<file path="config.mk">
export PLATFORM = sky130hd
export DESIGN_NAME = dr32e_dec_trace_monitor
export DESIGN_NICKNAME = d
export VERILOG_FILES = /design/src/rtl/dr32e_pkg.sv /design/src/rtl/dr32e_trace_fifo.sv /design/src/rtl/dr32e_dec_trace_monitor.sv
export SDC_FILE = /design/constraint.sdc
export NUM_CORES = 1
export LEC_CHECK = 0
export BUFFER_PORTS_ARGS = -buffer_cell sky130_fd_sc_hd__buf_2
export CORE_UTILIZATION = 53
export CTS_CLUSTER_DIAMETER = 150
export DETAILED_ROUTE_END_ITERATION = 8
export PLACE_DENSITY = 0.72
export SYNTH_ARGS = -nofsm -noshare
export SYNTH_HDL_FRONTEND = slang
export SYNTH_SLANG_ARGS = --single-unit
</file>
<file path="constraint.sdc">
create_clock -name clk_i -period 5.5 [get_ports clk_i]
set_input_delay 1.65 -clock clk_i [delete_from_list [all_inputs] [get_ports clk_i]]
set_output_delay 1.65 -clock clk_i [all_outputs]
set_load 0.05 [all_outputs]
</file>
<file path="src/rtl/dr32e_pkg.sv">
// rtl/dr32e_pkg.sv - shared types for the dr32e decode trace monitor
package dr32e_pkg;

    typedef enum logic [2:0] {
        CNT_TOTAL    = 3'd0,
        CNT_ILLEGAL  = 3'd1,
        CNT_BRANCH   = 3'd2,
        CNT_BR_TAKEN = 3'd3,
        CNT_JUMP     = 3'd4,
        CNT_LOAD     = 3'd5,
        CNT_STORE    = 3'd6,
        CNT_MULDIV   = 3'd7
    } dec_mon_cnt_e;

    localparam int DEC_MON_NUM_CNT = 8;

    // Bit positions inside the record class byte
    localparam int CLS_ILLEGAL  = 0;
    localparam int CLS_BRANCH   = 1;
    localparam int CLS_BR_TAKEN = 2;
    localparam int CLS_JUMP     = 3;
    localparam int CLS_LOAD     = 4;
    localparam int CLS_STORE    = 5;
    localparam int CLS_MULDIV   = 6;
    localparam int CLS_SYSTEM   = 7;

    typedef struct packed {
        logic [31:0] instr;
        logic [4:0]  rf_waddr;
        logic        rf_we;
        logic [7:0]  cls;
    } dec_trace_rec_t;

    localparam int DEC_TRACE_REC_W = $bits(dec_trace_rec_t);

    typedef enum logic [1:0] {
        S_IDLE   = 2'd0,
        S_RUN    = 2'd1,
        S_FROZEN = 2'd2
    } dec_mon_state_e;

endpackage

</file>
<file path="src/rtl/dr32e_trace_fifo.sv">
// rtl/dr32e_trace_fifo.sv - overwriting first-word-fall-through FIFO with sticky overflow flag
module dr32e_trace_fifo #(
    parameter int DEPTH = 16,
    parameter int WIDTH = 46
) (
    input  logic             clk_i,
    input  logic             rst_ni,
    input  logic             clr_i,
    input  logic             push_i,
    input  logic [WIDTH-1:0] data_i,
    input  logic             pop_i,
    output logic             valid_o,
    output logic [WIDTH-1:0] data_o,
    output logic             overflow_o
);

    localparam int AW = $clog2(DEPTH);
    localparam int CW = AW + 1;

    logic [WIDTH-1:0] mem_q [DEPTH];
    logic [AW-1:0]    wr_ptr_q;
    logic [AW-1:0]    rd_ptr_q;
    logic [CW-1:0]    count_q;
    logic             overflow_q;

    logic empty;
    logic full;
    logic pop_eff;
    logic drop;

    assign empty   = (count_q == '0);
    assign full    = (count_q == CW'(DEPTH));
    assign pop_eff = pop_i & ~empty;
    // Pushing into a full buffer with no pop evicts the oldest entry
    assign drop    = push_i & full & ~pop_eff;

    always_ff @(posedge clk_i) begin
        if (push_i) begin
            mem_q[wr_ptr_q] <= data_i;
        end
    end

    always_ff @(posedge clk_i or negedge rst_ni) begin
        if (!rst_ni) begin
            wr_ptr_q   <= '0;
            rd_ptr_q   <= '0;
            count_q    <= '0;
            overflow_q <= 1'b0;
        end else if (clr_i) begin
            wr_ptr_q   <= '0;
            rd_ptr_q   <= '0;
            count_q    <= '0;
            overflow_q <= 1'b0;
        end else begin
            if (push_i) begin
                wr_ptr_q <= wr_ptr_q + AW'(1);
            end
            if (pop_eff || drop) begin
                rd_ptr_q <= rd_ptr_q + AW'(1);
            end
            if (drop) begin
                overflow_q <= 1'b1;
            end
            if (push_i && !pop_eff && !full) begin
                count_q <= count_q + CW'(1);
            end else if (!push_i && pop_eff) begin
                count_q <= count_q - CW'(1);
            end
        end
    end

    assign valid_o    = ~empty;
    assign data_o     = empty ? '0 : mem_q[rd_ptr_q];
    assign overflow_o = overflow_q;

endmodule

</file>
<file path="src/rtl/dr32e_dec_trace_monitor.sv">
// rtl/dr32e_dec_trace_monitor.sv - passive decode trace buffer, event counters, illegal freeze
// Optional consistency checker enabled by defining DR32E_DEC_MON_CHECK_EN.
module dr32e_dec_trace_monitor
    import dr32e_pkg::*;
#(
    parameter int DEPTH      = 16,
    parameter int CNT_W      = 32,
    parameter bit FREEZE_ILL = 1'b1
) (
    input  logic                       clk_i,
    input  logic                       rst_ni,
    input  logic                       mon_en_i,
    input  logic                       dec_valid_i,
    input  logic                       instr_first_cycle_i,
    input  logic [31:0]                instr_rdata_i,
    input  logic                       illegal_insn_i,
    input  logic                       ebrk_insn_i,
    input  logic                       ecall_insn_i,
    input  logic                       mret_insn_i,
    input  logic                       dret_insn_i,
    input  logic                       wfi_insn_i,
    input  logic                       jump_in_dec_i,
    input  logic                       branch_in_dec_i,
    input  logic                       branch_taken_i,
    input  logic                       data_req_i,
    input  logic                       data_we_i,
    input  logic                       mult_en_i,
    input  logic                       div_en_i,
    input  logic                       csr_access_i,
    input  logic                       rf_we_i,
    input  logic [4:0]                 rf_waddr_i,
    output logic                       rd_valid_o,
    input  logic                       rd_ready_i,
    output logic [DEC_TRACE_REC_W-1:0] rd_data_o,
    output logic                       overflow_o,
    output logic                       frozen_o,
    input  logic [2:0]                 cnt_sel_i,
    output logic [CNT_W-1:0]           cnt_o,
    input  logic                       clr_i,
    output logic                       chk_err_o
);

    localparam logic [CNT_W-1:0] CNT_ONE = {{(CNT_W-1){1'b0}}, 1'b1};

    dec_mon_state_e state_q;
    logic           cap;
    logic           muldiv;
    logic           sys_insn;
    dec_trace_rec_t rec;

    logic [DEC_MON_NUM_CNT-1:0] inc;
    logic [CNT_W-1:0]           cnt_q [DEC_MON_NUM_CNT];
    logic [CNT_W-1:0]           cnt_d [DEC_MON_NUM_CNT];
    logic [CNT_W-1:0]           cnt_out_q;

    // Only the first ID cycle counts, so multi-cycle instructions are recorded once
    assign cap      = mon_en_i & dec_valid_i & instr_first_cycle_i & (state_q == S_RUN);
    assign muldiv   = mult_en_i | div_en_i;
    assign sys_insn = ebrk_insn_i | ecall_insn_i | mret_insn_i | dret_insn_i | wfi_insn_i | csr_access_i;

    always_comb begin
        rec                   = '0;
        rec.instr             = instr_rdata_i;
        rec.rf_waddr          = rf_waddr_i;
        rec.rf_we             = rf_we_i;
        rec.cls[CLS_ILLEGAL]  = illegal_insn_i;
        rec.cls[CLS_BRANCH]   = branch_in_dec_i;
        rec.cls[CLS_BR_TAKEN] = branch_taken_i;
        rec.cls[CLS_JUMP]     = jump_in_dec_i;
        rec.cls[CLS_LOAD]     = data_req_i & ~data_we_i;
        rec.cls[CLS_STORE]    = data_req_i & data_we_i;
        rec.cls[CLS_MULDIV]   = muldiv;
        rec.cls[CLS_SYSTEM]   = sys_insn;
    end

    always_ff @(posedge clk_i or negedge rst_ni) begin
        if (!rst_ni) begin
            state_q <= S_IDLE;
        end else if (clr_i) begin
            state_q <= S_IDLE;
        end else begin
            case (state_q)
                S_IDLE: begin
                    if (mon_en_i) state_q <= S_RUN;
                end
                S_RUN: begin
                    if (!mon_en_i) begin
                        state_q <= S_IDLE;
                    end else if (cap && illegal_insn_i && FREEZE_ILL) begin
                        state_q <= S_FROZEN;
                    end
                end
                S_FROZEN: state_q <= S_FROZEN;
                default:  state_q <= S_IDLE;
            endcase
        end
    end

    assign frozen_o = (state_q == S_FROZEN);

    assign inc = {muldiv,
                  data_req_i & data_we_i,
                  data_req_i & ~data_we_i,
                  jump_in_dec_i,
                  branch_taken_i,
                  branch_in_dec_i,
                  illegal_insn_i,
                  1'b1};

    always_comb begin
        for (int i = 0; i < DEC_MON_NUM_CNT; i++) begin
            cnt_d[i] = cnt_q[i];
            if (clr_i) begin
                cnt_d[i] = '0;
            end else if (cap && inc[i] && (cnt_q[i] != '1)) begin
                cnt_d[i] = cnt_q[i] + CNT_ONE;
            end
        end
    end

    always_ff @(posedge clk_i or negedge rst_ni) begin
        if (!rst_ni) begin
            for (int i = 0; i < DEC_MON_NUM_CNT; i++) begin
                cnt_q[i] <= '0;
            end
            cnt_out_q <= '0;
        end else begin
            for (int i = 0; i < DEC_MON_NUM_CNT; i++) begin
                cnt_q[i] <= cnt_d[i];
            end
            cnt_out_q <= cnt_q[cnt_sel_i];
        end
    end

    assign cnt_o = cnt_out_q;

    dr32e_trace_fifo #(
        .DEPTH (DEPTH),
        .WIDTH (DEC_TRACE_REC_W)
    ) u_fifo (
        .clk_i      (clk_i),
        .rst_ni     (rst_ni),
        .clr_i      (clr_i),
        .push_i     (cap & ~clr_i),
        .data_i     (rec),
        .pop_i      (rd_ready_i),
        .valid_o    (rd_valid_o),
        .data_o     (rd_data_o),
        .overflow_o (overflow_o)
    );

`ifdef DR32E_DEC_MON_CHECK_EN
    logic [5:0] sys_flags;
    logic       chk_hit;
    logic       chk_err_q;

    assign sys_flags = {illegal_insn_i, ebrk_insn_i, ecall_insn_i,
                        mret_insn_i, dret_insn_i, wfi_insn_i};
    // x & (x-1) is non-zero exactly when more than one flag is set
    assign chk_hit = ((sys_flags & (sys_flags - 6'd1)) != 6'd0)
                   | (jump_in_dec_i & branch_in_dec_i)
                   | (data_req_i & muldiv)
                   | (branch_taken_i & ~branch_in_dec_i);

    always_ff @(posedge clk_i or negedge rst_ni) begin
        if (!rst_ni) begin
            chk_err_q <= 1'b0;
        end else if (clr_i) begin
            chk_err_q <= 1'b0;
        end else if (cap && chk_hit) begin
            chk_err_q <= 1'b1;
        end
    end

    assign chk_err_o = chk_err_q;
`else
    assign chk_err_o = 1'b0;
`endif

endmodule
</file>
==> results.yml <==
status:
  outcome: "complete, no violations"
finish:
  drive_gt1_share_pct: 24.1
  syn_to_final_growth_pct: 13.0
  nets: 3165
  post_layout_nonfiller_instances: 4322
  fillers: 6204
power:
  power_leakage_nw: 17.4
  p_clk_share_pct: 38.7
  p_sw_mw: 5.18
  switching_share_pct: 27.0
  pwr-share-comb_pct: 17.0
  ir_worst_vdd_uv: 395
  power_density_nw_per_um2: 371
  p_int_mw: 14.0
  pwr-share-seq_pct: 44.3
  finalPower_mw: 19.2
synthesis:
  synth_compound_area_share_pct: 5.62
  syn-num-nets: 3016
  synthCells: 2936
  synth_xor_area_share_pct: 0.878
  avgSynthCellArea_um2: 15.6
  synthAdderAreaFrac_pct: 0.507
  syn_area_um2: 45900
  async_flop_share_pct: 29.2
  synth.distinct_cells: 67
  synthMuxAreaShare_pct: 15.9
  synth_edf_count: 736
  ys.flop_type: "edfxtp_1"
  synth-seq-cells: 1040
  synth_simple_gate_area_share_pct: 10.6
  ys_seq_area_share_pct: 64.7
  ys_warn_count: 0
  synth_top_family_by_area: "multiplexers"
detailed_routing:
  via_count: 28700
  drt_iter0_drc: 3047
  wirelength_um: 116000
  ant_nets: 0
  drc_errors: 0
  drt-pass1-iter-count: 6
  wl_per_cell_um: 26.9
  routed_via_density: 6.65
clock_tree:
  cts_tree: "yes"
  cts.reportedPaths.clkPinSlew_ns: 0.06
  clock_path_buffers: 3
  cts_buffers: 106
  postCtsHoldBufs: 0
  cts_resized: 0
  htreeDepth: 3
  clock_sinks: 1040
  postCtsSetupBuffers: 0
  root_buffer: "clkbuf_16"
  clock_latency_ns: 0.69
setup_path:
  worstPathArrival_ns: 3.35
  crit_fanout: 29
  crit_end: "rd_data_o[26]"
  reg2reg_to: "u_fifo.count_q[4]$_DFFE_PN0P_"
  crit_type: "flip-flop to primary output"
  crit_required_ns: 3.85
  rr_startpoint: "u_fifo.count_q[0]$_DFFE_PN0P_"
  end_kind: "primary output"
  rrSetupSlack_ns: 1.99
  cp-start-kind: "flip-flop"
  crit_start: "u_fifo.rd_ptr_q[0]$_DFFE_PN0P_"
  r2r_cells: 9
worst_hold_path:
  hold_class: "flip-flop to flip-flop"
place:
  finalWeightedCongestion: 0.921
  place_hpwl_um: 67600
  io_buffers: 142
  pre_cts_ws_ns: 0.937
  dpl.cell_count: 4121
run:
  drv_cap: 0
timing:
  fin_ws_ns: 0.498
  hold_viol_final: 0
  post-route-period-util_pct: 91.0
  period_needed_ns: 5.00
  fmax_mhz: 200
  tightest_slew_ns: 1.23
  finalSetupTns_ns: 0
  grt_setup_unrepaired: "false"
  skew_ns: 0.0454
  maxSlewViolCount: 0
  relSlewSlack_pct: 17.7
  setup_viol: 0
floorplanning:
  die-width_um: 296
  initial_core_util_pct: 53.7
  io_pins: 144
  die_y_um: 296
  coreArea_um2: 85400
  row_count: 107
  dieArea_um2: 87800
grt:
  grtUsageTotal_pct: 26.9
  grt-ovfl-total: 0
  grt_max_degree: 107
  grt_pass1_wl_um: 176000
  antenna_found_initial: 6
  grt_pass1_vias: 28700
==> power by group through the flow <==
stage	registers [mW]	logic, mW	clock network [mW]
floorplan	8.61	2.46	0
global placement	8.67	3.23	0
detailed placement	8.67	3.29	0
CTS	8.51	3.31	7.54
global route	8.51	3.47	7.85
finish	8.51	3.27	7.44
==> cells by family (layout without fill, tap and decap cells) <==
| family | Yosys count | after routing |
|---|---|---|
| DFF | 1040 | 1040 |
| and+or+nand+nor | 844 | 844 |
| xor gates and xnor gates | 46 | 46 |
| other | 1 | 6 |
| muxes | 355 | 355 |
| adders and majority gates | 18 | 18 |
| AOI/OAI and AO/OA | 440 | 440 |
| buffers and inverters | 192 | 429 |
==> cells in the mapped netlist, types with 7 or more instances <==
cell type    n  area share (%)
mux2_2      51             1.3
or3_1      114             1.6
a21oi_1    182             2.0
and4_1      29            0.55
inv_1       29            0.24
o21ai_0    120             1.3
o21a_1      10            0.16
nand3_1     99             1.1
nand2_1    106            0.87
a211oi_1     9            0.15
buf_1       20            0.16
o31a_1       7            0.13
nor4_1      38            0.52
nor2b_1     68            0.93
mux2i_1     10            0.22
edfxtp_1   736              48
o211ai_1    14            0.23
o31ai_1     69             1.1
nand4_1     97             1.3
and3_1      28            0.38
clkbuf_1   112            0.92
buf_2       26            0.28
and2_1      22            0.30
or2_2       10            0.14
mux4_2     293              14
xnor2_1     22            0.42
dfrtp_1    304              17
ha_1        17            0.46
or4_1       71             1.2
xor2_1      24            0.46
nor3_1      22            0.24
nor2_1     110            0.90
==> worst min-delay path by stage <==
| stage | start | end | cells past startpoint |
|---|---|---|---|
| 6_report | state_q[1]$_DFFE_PN0P_ | state_q[0]$_DFFE_PN0P_ | 1 |
| 2_1_floorplan | state_q[1]$_DFFE_PN0P_ | state_q[0]$_DFFE_PN0P_ | 1 |
| 3_3_place_gp | state_q[1]$_DFFE_PN0P_ | state_q[0]$_DFFE_PN0P_ | 1 |
| 5_1_grt | state_q[1]$_DFFE_PN0P_ | state_q[0]$_DFFE_PN0P_ | 1 |
| 4_1_cts | state_q[1]$_DFFE_PN0P_ | state_q[0]$_DFFE_PN0P_ | 1 |
| 3_5_place_dp | state_q[1]$_DFFE_PN0P_ | state_q[0]$_DFFE_PN0P_ | 1 |
==> cell usage in the layout (no fill, tap or decap), drive strengths merged, types with 7 or more instances in the layout <==
cell type and count:
clkinv 47, and3 30, and2 22, nand4 97, o21a 10, nor2 110, ha 17, o211ai 16
xnor2 22, or4 72, mux2i 10, inv 32, a21oi 182, and4 30, edfxtp 736, nand3 99
o31ai 69, clkbuf 132, mux4 294, o21ai 123, o31a 7, a211oi 9, nand2 106, bufinv 14
mux2 51, nor4 44, or2 11, nor2b 68, or3 114, nor3 24, buf 203, dfrtp 304
xor2 24
==> registers in the layout, indices dropped and copies added, names as in the netlist <==
signal             count
cnt_o                 32
cnt_q                256
state_q                2
u_fifo.count_q         5
u_fifo.mem_q         736
u_fifo.overflow_o      1
u_fifo.rd_ptr_q        4
u_fifo.wr_ptr_q        4
==> area by class of cell <==
type	instances	area (µm²)	share of cell area, %
sequential	1040	29700	57.3
multi-input combinational	1704	15500	29.8
clock buffer	131	2870	5.54
timing repair buffer	204	1490	2.86
tap	1144	1430	2.76
clock inverter	65	756	1.46
inverter	29	109	0.210
antenna	5	12.5	0.0241
==> worst max-delay path, stage by stage, from the launching register on <==
cell	delay (ns)
dfrtp_4	0.86
buf_12	0.33
mux4_2	0.55
mux4_2	0.48
nor2b_1	0.18
buf_2	0.23
==> metal layers <==
metal,GRT usage (%),part of all wire (%)
met5,0,0.052
met2,44.6,50
met1,36.3,38
met4,9.17,2.8
met3,4.59,8.4
==> through the flow <==
stage	util (%)	hold WS, ns	instance area, µm²
2_1_floorplan	-	0.443	45900
6_report	60.7	0.498	51900
5_1_grt	60.7	0.514	51800
4_1_cts	60.7	0.494	51800
3_5_place_dp	56.4	0.487	48200
3_3_place_gp	56.4	0.475	48200
Note: power is estimated with default switching activity, not from simulation.
